==> src/rtl/nn_seq_pkg.sv <==
// Shared types for the layer output sequencer: FSM state encoding and counter width helper.
package nn_seq_pkg;

  typedef enum logic [1:0] {
    IDLE    = 2'd0,
    CAPTURE = 2'd1,
    SEND    = 2'd2
  } state_t;

  // $clog2(1) is 0, but the word counter always needs at least one bit
  function automatic int clog2_min1(input int n);
    return (n <= 2) ? 1 : $clog2(n);
  endfunction

endpackage

==> src/rtl/layer_output_sequencer_if.sv <==
// Capture bus, serialized output stream and status of the layer output sequencer.
// SEQ_ARGMAX_EN adds argmax / argmax_valid.
interface layer_output_sequencer_if #(
  parameter int NN        = 30,
  parameter int dataWidth = 16
);
`ifdef SEQ_ARGMAX_EN
  localparam int CNT_W = nn_seq_pkg::clog2_min1(NN);
`endif

  logic [NN-1:0]           i_valid;
  logic [NN*dataWidth-1:0] i_data;
  logic                    out_ready;
  logic [dataWidth-1:0]    x_out;
  logic                    x_valid;
  logic                    busy;
  logic                    done;
  logic                    overflow;
`ifdef SEQ_ARGMAX_EN
  logic [CNT_W-1:0]        argmax;
  logic                    argmax_valid;

  modport master (input i_valid, i_data, out_ready,
                  output x_out, x_valid, busy, done, overflow, argmax, argmax_valid);
  modport slave  (output i_valid, i_data, out_ready,
                  input x_out, x_valid, busy, done, overflow, argmax, argmax_valid);
`else
  modport master (input i_valid, i_data, out_ready,
                  output x_out, x_valid, busy, done, overflow);
  modport slave  (output i_valid, i_data, out_ready,
                  input x_out, x_valid, busy, done, overflow);
`endif

endinterface

==> src/rtl/seq_argmax.sv <==
// Running signed argmax over one streamed frame; result pulses one cycle after the last word.
// Only present when SEQ_ARGMAX_EN is defined.
`ifdef SEQ_ARGMAX_EN
module seq_argmax #(
  parameter int dataWidth = 16,
  parameter int CNT_W     = 5
) (
  input  logic                 clk,
  input  logic                 rst,
  input  logic [dataWidth-1:0] word,
  input  logic [CNT_W-1:0]     index,
  input  logic                 valid,
  input  logic                 last,
  output logic [CNT_W-1:0]     argmax,
  output logic                 argmax_valid
);

  logic signed [dataWidth-1:0] r_best;
  logic [CNT_W-1:0]            r_best_idx;
  logic [CNT_W-1:0]            r_final;
  logic                        r_pend;
  logic                        w_take;
  logic [CNT_W-1:0]            w_idx_now;

  // index 0 always restarts the search; strict '>' keeps the lowest index on ties
  assign w_take    = valid && ((index == '0) || ($signed(word) > r_best));
  assign w_idx_now = w_take ? index : r_best_idx;

  always_ff @(posedge clk) begin
    if (rst) begin
      r_best       <= '0;
      r_best_idx   <= '0;
      r_final      <= '0;
      r_pend       <= 1'b0;
      argmax       <= '0;
      argmax_valid <= 1'b0;
    end else begin
      r_pend       <= valid && last;
      argmax_valid <= r_pend;
      if (r_pend) argmax <= r_final;
      if (w_take) begin
        r_best     <= $signed(word);
        r_best_idx <= index;
      end
      if (valid && last) r_final <= w_idx_now;
    end
  end

endmodule
`endif

==> src/rtl/layer_output_sequencer.sv <==
// Captures NN parallel neuron outputs into a buffer, then streams them one word per cycle.
// Optional feature macro: SEQ_ARGMAX_EN (signed argmax of each streamed frame).
module layer_output_sequencer
  import nn_seq_pkg::*;
#(
  parameter int NN        = 30,
  parameter int dataWidth = 16
) (
  input logic                      clk,
  input logic                      rst,
  layer_output_sequencer_if.master bus
);

  localparam int CNT_W = clog2_min1(NN);
  localparam logic [CNT_W-1:0] LAST_IDX = CNT_W'(NN - 1);

  state_t                        r_state, w_state_next;
  logic [NN-1:0]                 r_mask;
  logic [CNT_W-1:0]              r_cnt;
  logic [dataWidth-1:0]          r_buf [NN];
  logic [dataWidth-1:0]          r_x_out;
  logic                          r_x_valid;
  logic                          r_done;
  logic                          r_overflow;
  logic [NN-1:0][dataWidth-1:0]  w_word;
  logic                          w_capture;
  logic                          w_full;
  logic                          w_any;
  logic                          w_last;
  logic                          w_accept;

  assign w_word    = bus.i_data;
  assign w_capture = (r_state != SEND);
  assign w_full    = &(r_mask | bus.i_valid);
  assign w_any     = |bus.i_valid;
  assign w_last    = (r_cnt == LAST_IDX);
  assign w_accept  = (r_state == SEND) && bus.out_ready;

  always_ff @(posedge clk) begin
    if (rst) r_state <= IDLE;
    else     r_state <= w_state_next;
  end

  always_comb begin
    w_state_next = r_state;
    case (r_state)
      IDLE:    if (w_full) w_state_next = SEND;
               else if (w_any) w_state_next = CAPTURE;
      CAPTURE: if (w_full) w_state_next = SEND;
      SEND:    if (w_accept && w_last) w_state_next = IDLE;
      default: w_state_next = IDLE;
    endcase
  end

  // buffer has no reset: contents are only read after every bit of r_mask was set
  always_ff @(posedge clk) begin
    for (int k = 0; k < NN; k++) begin
      if (w_capture && bus.i_valid[k]) r_buf[k] <= w_word[k];
    end
  end

  always_ff @(posedge clk) begin
    if (rst) begin
      r_mask     <= '0;
      r_cnt      <= '0;
      r_x_out    <= '0;
      r_x_valid  <= 1'b0;
      r_done     <= 1'b0;
      r_overflow <= 1'b0;
    end else begin
      r_x_valid <= 1'b0;
      r_done    <= 1'b0;
      if (w_capture) begin
        r_mask <= r_mask | bus.i_valid;
        r_cnt  <= '0;
      end else begin
        if (w_any) r_overflow <= 1'b1;
        if (w_accept) begin
          r_x_out   <= r_buf[r_cnt];
          r_x_valid <= 1'b1;
          if (w_last) begin
            r_done <= 1'b1;
            r_mask <= '0;
            r_cnt  <= '0;
          end else begin
            r_cnt <= r_cnt + 1'b1;
          end
        end
      end
    end
  end

  assign bus.x_out    = r_x_out;
  assign bus.x_valid  = r_x_valid;
  assign bus.done     = r_done;
  assign bus.overflow = r_overflow;
  assign bus.busy     = (r_state != IDLE);

`ifdef SEQ_ARGMAX_EN
  seq_argmax #(
    .dataWidth (dataWidth),
    .CNT_W     (CNT_W)
  ) u_argmax (
    .clk          (clk),
    .rst          (rst),
    .word         (r_buf[r_cnt]),
    .index        (r_cnt),
    .valid        (w_accept),
    .last         (w_last),
    .argmax       (bus.argmax),
    .argmax_valid (bus.argmax_valid)
  );
`endif

endmodule

==> src/flat_wrapper.sv <==
// flat-port wrapper written by rule: the top's interface ports become plain ports
module layer_output_sequencer_flat import nn_seq_pkg::*;
#(
  parameter int NN        = 30,
  parameter int dataWidth = 16
)
  (clk, rst, bus_i_valid, bus_i_data, bus_out_ready, bus_x_out, bus_x_valid, bus_busy, bus_done, bus_overflow);
  layer_output_sequencer_if #(.NN(NN), .dataWidth(dataWidth)) bus_i ();
  input logic clk;
  input logic rst;
  input wire logic [$bits(bus_i.i_valid)-1:0] bus_i_valid;
  input wire logic [$bits(bus_i.i_data)-1:0] bus_i_data;
  input wire logic [$bits(bus_i.out_ready)-1:0] bus_out_ready;
  output wire logic [$bits(bus_i.x_out)-1:0] bus_x_out;
  output wire logic [$bits(bus_i.x_valid)-1:0] bus_x_valid;
  output wire logic [$bits(bus_i.busy)-1:0] bus_busy;
  output wire logic [$bits(bus_i.done)-1:0] bus_done;
  output wire logic [$bits(bus_i.overflow)-1:0] bus_overflow;
  assign bus_i.i_valid = bus_i_valid;
  assign bus_i.i_data = bus_i_data;
  assign bus_i.out_ready = bus_out_ready;
  assign bus_x_out = bus_i.x_out;
  assign bus_x_valid = bus_i.x_valid;
  assign bus_busy = bus_i.busy;
  assign bus_done = bus_i.done;
  assign bus_overflow = bus_i.overflow;
  layer_output_sequencer #(.NN(NN), .dataWidth(dataWidth)) u_core (.clk(clk), .rst(rst), .bus(bus_i));
endmodule
==> config.mk <==
export PLATFORM = sky130hd
export DESIGN_NAME = layer_output_sequencer_flat
export DESIGN_NICKNAME = d
export VERILOG_FILES = /design/src/rtl/nn_seq_pkg.sv /design/src/rtl/layer_output_sequencer_if.sv /design/src/rtl/seq_argmax.sv /design/src/rtl/layer_output_sequencer.sv /design/src/flat_wrapper.sv
export SDC_FILE = /design/constraint.sdc
export NUM_CORES = 1
export LEC_CHECK = 0
export CAP_MARGIN = 5
export CORE_ASPECT_RATIO = 0.5
export CORE_MARGIN = 5
export CORE_UTILIZATION = 30
export CTS_CLUSTER_SIZE = 24
export DETAILED_ROUTE_END_ITERATION = 12
export GPL_TIMING_DRIVEN = 0
export SLEW_MARGIN = 5
export SYNTH_ARGS = -nofsm -noshare
export SYNTH_HDL_FRONTEND = slang
export SYNTH_SLANG_ARGS = --single-unit
==> constraint.sdc <==
create_clock -name clk -period 4.6 [get_ports clk]
set_clock_uncertainty 0.05 [all_clocks]
set_input_delay 1.15 -clock clk [delete_from_list [all_inputs] [get_ports clk]]
set_output_delay 1.15 -clock clk [all_outputs]
set_load 0.01 [all_outputs]
==> impl_metrics.json, run 1 <==
{
  "cts_made_buffers": 52,
  "insertion_delay_ns": 0.59,
  "grt_overflow_total": 0,
  "gp_congestion": 0.861,
  "fill_cells": 6005,
  "synth-edff-count": 480,
  "hold_start": "u_core.bus.overflow$_SDFFE_PP0P_",
  "die_area_sq_um": 74300,
  "worst_slew_pin_slew_ns": 1.47,
  "hold_end": "u_core.bus.overflow$_SDFFE_PP0P_",
  "path_class": "in2reg",
  "nets": 2180,
  "reg2reg_depth": 7,
  "cap_violations": 1,
  "crit_required_ns": 5.05,
  "grt_max_degree": 18,
  "ys_seq_elements": 536,
  "avgSynthCellArea_sq_um": 19.1,
  "dr.pass1.iters": 5,
  "ant_nets": 0,
  "placed_area_sq_um": 27000,
  "synth_area_leader_cell": "edfxtp_1",
  "clk_pin_slew_worst_paths_ns": 0.07,
  "via_count": 13000,
  "regToRegStartpoint": "u_core.r_cnt[1]$_SDFFE_PP0N_",
  "ir_worst_vdd_mv": 0.234,
  "worstHoldPathCells": 2,
  "rows": 67,
  "synth_top_area_frac": 0.700,
  "stdcell_area_sq_um": 28800,
  "yosys_warnings": 0,
  "final-hold-violation-count": 0,
  "status": "finished with violations",
  "regArea_sq_um": 15500,
  "setup_violations": 0,
  "hold_buffers": 0,
  "violations": "max-capacitance violations",
  "setup_tns_ns": 0,
  "netlist_instances": 1080,
  "yosysSeqAreaShare": 0.754,
  "r2r_end": "u_core.bus.x_out[2]$_SDFFE_PP0P_",
  "max_freq_ghz": 0.289,
  "crit_fanout": 7,
  "grtUsageTotal": 0.201,
  "drc_errors": 0,
  "p_per_area_nw_per_um2": 370,
  "cts_sinks": 536,
  "multi_input_area_sq_um": 4670,
  "drv_slew": 0,
  "antenna_found_initial": 40,
  "die_height_microns": 195,
  "syn-cell-area_sq_um": 20600,
  "cts_tree": "built",
  "worst_ep_arrival_time_ns": 3.91,
  "rrSetupSlack_ns": 1.52,
  "cts.path.max_buffers": 3,
  "grt_pass1_vias": 13500,
  "cp-start-kind": "primary input",
  "synthArstFlopShare": 0,
  "cts-root-buf": "clkbuf_16",
  "grt_pass1_wl_microns": 103000,
  "wl_per_cell_microns": 29.6,
  "core_area_sq_um": 67500,
  "crit_path_end_kind": "flop",
  "drt_iter0_markers": 1362,
  "cts_setup_buffers": 0,
  "port_buffers": 531,
  "post_cts_resized": 0,
  "vias_per_cell": 4.91,
  "leakage_uw": 0.00956,
  "ys.flop_type": "edfxtp_1",
  "io_pins": 533,
  "syn2layout_area_growth_pct": 39.7,
  "synth_cell_types": 50,
  "syn_nets": 1595,
  "initial_core_util": 0.305,
  "hp-class": "reg2reg",
  "drive_above_1_share": 0.115,
  "rsz0062_at_grt": "no",
  "htreeDepth": 2,
  "hpwl_microns": 60700,
  "period_share": 0.752,
  "slew_headroom": 0.0112,
  "wirelength_microns": 78300,
  "period_minus_slack_ns": 3.46,
  "synth_area_leaders": "edfxtp_1 70%, mux4_2 8.8%, dfxtp_1 5.4%",
  "die_w_microns": 381,
  "worstSetupStartpoint": "bus_out_ready"
}
## critical path: stages
cell             delay (ns)
clkdlybuf4s50_1        0.63
nand4bb_1              0.13
clkbuf_1               0.21
nor3_1                 1.19
a22o_1                 0.41
a21oi_1                0.07
o211ai_1               0.11
## where the power goes
| part | internal, uW | switching [uW] |
|---|---|---|
| registers | 5600 | 79.6 |
| clock network | 2330 | 1880 |
| logic | 471 | 283 |
## cells in the mapped netlist (all sizes together), types with 3 or more instances
cell type,number
edfxtp,480
mux4,94
nor2,80
dfxtp,56
mux2i,56
buf,38
nand2,37
o21ai,33
and2,31
a22o,25
o22ai,23
clkbuf,15
o211ai,15
a21oi,13
a22oi,11
nor4,11
nor3,9
inv,8
a32o,7
a2111oi,6
nand3,6
nand4,3
nor2b,3
## final cells by class
type,instances,area share
plain buffers,53,0.0122
clock buffers,73,0.0509
well taps,897,0.0390
multi-input cells,483,0.163
repair buffers,531,0.185
flip-flops and latches,536,0.540
clock inverters,24,0.00605
inverters,8,0.00104
diodes,38,0.00331
## through the flow
stage | setup slack (ns) | utilization | std cells | hold WS [ns] | power (uW)
after floorplan | 2.07 | - | 1080 | 0.391 | 5920
after global placement | 0.726 | 0.401 | 2508 | 0.400 | 6510
after detailed placement | 0.731 | 0.401 | 2508 | 0.390 | 6530
after CTS | 1.35 | 0.425 | 2605 | 0.402 | 10700
after global routing | 1.26 | 0.426 | 2643 | 0.422 | 11000
final | 1.14 | 0.426 | 2643 | 0.400 | 10600
## sequential cells by signal, indices dropped and copies added, names as in the netlist
register             count
u_core.bus.done          1
u_core.bus.overflow      1
u_core.bus.x_out        16
u_core.bus.x_valid       1
u_core.r_buf           480
u_core.r_cnt             5
u_core.r_mask           30
u_core.r_state           2
## layer usage
metal  global-route usage  vias to the layer above  wire length [microns]
li1                     -                     5611                      -
met1                0.227                     6741                  28000
met2                0.371                      496                  42900
met3               0.0357                      125                   4340
met4               0.0940                        0                   3000
met5                    0                        -                      0
## cells by family (layout without fill, tap and decap cells)
| logic type | count (synthesis) | in the layout | share of synthesized area |
|---|---|---|---|
| compound gates | 136 | 136 | 0.0466 |
| xor+xnor | 3 | 3 | 0.00128 |
| fa+ha+maj | 2 | 2 | 0.00122 |
| buf+inv | 61 | 689 | 0.0185 |
| flops | 536 | 536 | 0.754 |
| mux | 152 | 152 | 0.134 |
| other cells | 0 | 38 | 0 |
| simple gates | 190 | 190 | 0.0442 |
## worst max path at each step
stage | to | slack [ns] | cells after the start
6_report | u_core.bus.x_out[2]$_SDFFE_PP0P_ | 1.14 | 7
5_1_grt | u_core.bus.x_out[2]$_SDFFE_PP0P_ | 1.26 | 7
4_1_cts | u_core.bus.x_out[2]$_SDFFE_PP0P_ | 1.35 | 7
3_5_place_dp | u_core.bus.x_out[8]$_SDFFE_PP0P_ | 0.73 | 7
3_3_place_gp | u_core.bus.x_out[8]$_SDFFE_PP0P_ | 0.73 | 7
2_1_floorplan | u_core.bus.x_out[0]$_SDFFE_PP0P_ | 2.07 | 7
## cell usage in the layout, fill, tap and decap left out, types with 3 or more instances in the layout
| master | Yosys | routed |
|---|---|---|
| mux4_2 | 80 | 80 |
| mux4_1 | 14 | 14 |
| nand3_1 | 5 | 5 |
| a32o_1 | 7 | 7 |
| nor2_1 | 80 | 80 |
| a2111oi_2 | 4 | 4 |
| clkbuf_1 | 14 | 29 |
| mux2i_1 | 56 | 56 |
| clkbuf_8 | 0 | 4 |
| dfxtp_1 | 56 | 56 |
| clkinv_1 | 0 | 15 |
| nor3_1 | 9 | 9 |
| inv_1 | 7 | 7 |
| clkbuf_16 | 0 | 54 |
| o211ai_1 | 15 | 15 |
| buf_6 | 6 | 6 |
| a22o_1 | 25 | 25 |
| buf_2 | 18 | 18 |
| o21ai_0 | 25 | 25 |
| clkinv_2 | 0 | 3 |
| buf_4 | 10 | 10 |
| nand4_1 | 3 | 3 |
| nor2b_1 | 3 | 3 |
| nand2_1 | 37 | 37 |
| diode_2 | 0 | 38 |
| a21oi_1 | 13 | 13 |
| clkdlybuf4s50_1 | 0 | 531 |
| o22ai_1 | 23 | 23 |
| o21ai_1 | 8 | 8 |
| nor4_1 | 11 | 11 |
| a22oi_1 | 11 | 11 |
| and2_1 | 31 | 31 |
| edfxtp_1 | 480 | 480 |
No activity file was read; power rests on OpenSTA's default activity.
==> inputs of run 2 (changes only) <==
clock period = 3.3 ns   (was 4.6 ns; I/O delays follow)
==> results of run 2 <==
Same layout as run 1 (identical final DEF). Status: finished with violations: max-capacitance violations.
Among the figures that moved: setup slack after placement 0.731 ns -> -0.244 ns; setup slack after layout 1.14 ns -> 0.165 ns; register-to-register setup slack 1.52 ns -> 0.22 ns; total power 10600 uW -> 14800 uW; worst IR drop on VDD 0.234 mV -> 0.327 mV
==> inputs of run 3 (changes only) <==
CORE_UTILIZATION = 49   (was 30)
PLACE_DENSITY = 0.8   (was default)
SLEW_MARGIN = default   (was 5)
==> impl_metrics.json, run 3 (synthesis results as in run 1) <==
{
  "die_w_microns": 300,
  "antenna_found_initial": 24,
  "vias_per_cell": 5.93,
  "syn2layout_area_growth_pct": 36.9,
  "regToRegStartpoint": "u_core.r_cnt[0]$_SDFFE_PP0N_",
  "leakage_uw": 0.00953,
  "worstSetupStartpoint": "u_core.r_cnt[0]$_SDFFE_PP0N_",
  "combPwrFrac": 0.073,
  "clk_pin_slew_worst_paths_ns": 0.07,
  "final-hold-violation-count": 0,
  "pwr-share-seq": 0.543,
  "cts_made_buffers": 47,
  "place_inst": 2161,
  "pwr-share-clk": 0.384,
  "p_sw_uw": 3000,
  "post_cts_resized": 0,
  "p_per_area_nw_per_um2": 518,
  "htreeDepth": 2,
  "largest_reg_flops": 480,
  "r2r_end": "u_core.bus.x_out[14]$_SDFFE_PP0P_",
  "ant_nets": 0,
  "dr.pass1.iters": 6,
  "stdcell_area_sq_um": 28200,
  "via_count": 13400,
  "drt_iter0_markers": 1731,
  "hold_buffers": 0,
  "final_common_cell": "clkdlybuf4s50_1",
  "worst_slew_pin_slew_ns": 1.34,
  "hp-class": "reg2reg",
  "reg2reg_depth": 8,
  "hpwl_microns": 53200,
  "status": "finished clean",
  "cts_tree": "built",
  "cp-endpoint": "u_core.bus.x_out[14]$_SDFFE_PP0P_",
  "top_register": "u_core.r_buf",
  "drv_slew": 0,
  "crit_fanout": 10,
  "switching_share": 0.206,
  "cts-root-buf": "clkbuf_16",
  "rows": 53,
  "ir_worst_vdd_mv": 0.384,
  "initial_core_util": 0.493,
  "max_freq_ghz": 0.314,
  "regArea_sq_um": 15500,
  "grt_max_degree": 18,
  "cts.path.max_buffers": 3,
  "multi_input_area_sq_um": 4670,
  "slew_headroom": 0.108,
  "layout_common_cells": "531 x clkdlybuf4s50_1, 480 x edfxtp_1, 80 x nor2_1, 80 x mux4_2",
  "grt_overflow_total": 0,
  "rsz0062_at_grt": "no",
  "cap_violations": 0,
  "wl_per_cell_microns": 31.1,
  "period_share": 0.964,
  "worst_ep_arrival_time_ns": 3.59,
  "layoutNonFillerInstCount": 2266,
  "core_area_sq_um": 41800,
  "cts_setup_buffers": 0,
  "die_area_sq_um": 46500,
  "grt_pass1_vias": 14200,
  "fill_cells": 2791,
  "intPower_uw": 11600,
  "nets": 2175,
  "period_minus_slack_ns": 3.18,
  "grtUsageTotal": 0.296,
  "rrSetupSlack_ns": 0.12,
  "setup_tns_ns": 0,
  "setup_violations": 0,
  "die_height_microns": 155,
  "io_pins": 533,
  "wirelength_microns": 70500,
  "cts_sinks": 536,
  "path_class": "reg2reg",
  "drive_above_1_share": 0.116,
  "placed_area_sq_um": 26600,
  "port_buffers": 531,
  "drc_errors": 0,
  "crit_required_ns": 3.71,
  "insertion_delay_ns": 0.57,
  "crit_path_end_kind": "flop",
  "cp-start-kind": "flop",
  "gp_congestion": 0.935,
  "grt_pass1_wl_microns": 98000
}
-- run 3: cell types whose count changed in the layout (fill, tap and decap cells not counted), moves of 2 or more --
cell / change
clkbuf_16: -4
clkinv_1: -8
diode_2: -17
clkinv_2: +3
clkbuf_1: -7
inv_1: +2
clkbuf_8: +2
-- run 3: worst max-delay path, stage by stage (launching register included) --
cell,delay (ns)
dfxtp_1,0.47
buf_6,0.24
buf_8,0.20
buf_6,0.24
mux2i_1,0.25
nor2_1,0.08
a2111oi_0,0.71
o21ai_0,0.46
a32o_1,0.38
-- run 3: power by group through the flow --
| stage | clock network (uW) | logic [uW] | registers [uW] |
|---|---|---|---|
| floorplan | 0 | 259 | 7990 |
| global placement | 0 | 1030 | 8020 |
| detailed placement | 0 | 1050 | 8050 |
| CTS | 5620 | 1060 | 7910 |
| global route | 5950 | 1110 | 7930 |
| finish | 5610 | 1060 | 7910 |
-- run 3: worst min path at each step --
| stage | start | endpoint | slack (ns) | cells after the start |
|---|---|---|---|---|
| final | u_core.bus.overflow$_SDFFE_PP0P_ | u_core.bus.overflow$_SDFFE_PP0P_ | 0.41 | 2 |
| after global routing | u_core.bus.overflow$_SDFFE_PP0P_ | u_core.bus.overflow$_SDFFE_PP0P_ | 0.43 | 2 |
| after CTS | u_core.bus.overflow$_SDFFE_PP0P_ | u_core.bus.overflow$_SDFFE_PP0P_ | 0.41 | 2 |
| after detailed placement | u_core.bus.overflow$_SDFFE_PP0P_ | u_core.bus.overflow$_SDFFE_PP0P_ | 0.40 | 2 |
| after global placement | u_core.bus.overflow$_SDFFE_PP0P_ | u_core.bus.overflow$_SDFFE_PP0P_ | 0.39 | 2 |
| after floorplan | u_core.r_mask[11]$_SDFFE_PP0P_ | u_core.r_mask[11]$_SDFFE_PP0P_ | 0.39 | 2 |
-- run 3: metrics by stage --
| stage | util | hold slack (ns) | power, uW | setup slack, ns |
|---|---|---|---|---|
| floorplan | - | 0.391 | 8250 | 1.10 |
| global placement | 0.637 | 0.393 | 9050 | 0.252 |
| detailed placement | 0.637 | 0.398 | 9100 | 0.236 |
| CTS | 0.673 | 0.408 | 14600 | 0.244 |
| global route | 0.675 | 0.433 | 15000 | 0.138 |
| finish | 0.675 | 0.408 | 14600 | 0.120 |
-- run 3: layout make-up --
| cell class | instances | area share |
|---|---|---|
| Timing Repair Buffer | 531 | 0.189 |
| Clock buffer | 64 | 0.0484 |
| Clock inverter | 20 | 0.00608 |
| Inverter | 8 | 0.00107 |
| Multi-Input combinational cell | 483 | 0.166 |
| Antenna cell | 21 | 0.00186 |
| Tap cell | 550 | 0.0244 |
| Sequential cell | 536 | 0.551 |
| Buffer | 53 | 0.0125 |
-- run 3: layer usage --
| metal | share of wire | track usage |
|---|---|---|
| met5 | 0.00044 | 0 |
| met2 | 0.52 | 0.517 |
| met4 | 0.045 | 0.119 |
| met1 | 0.35 | 0.361 |
| met3 | 0.090 | 0.0676 |
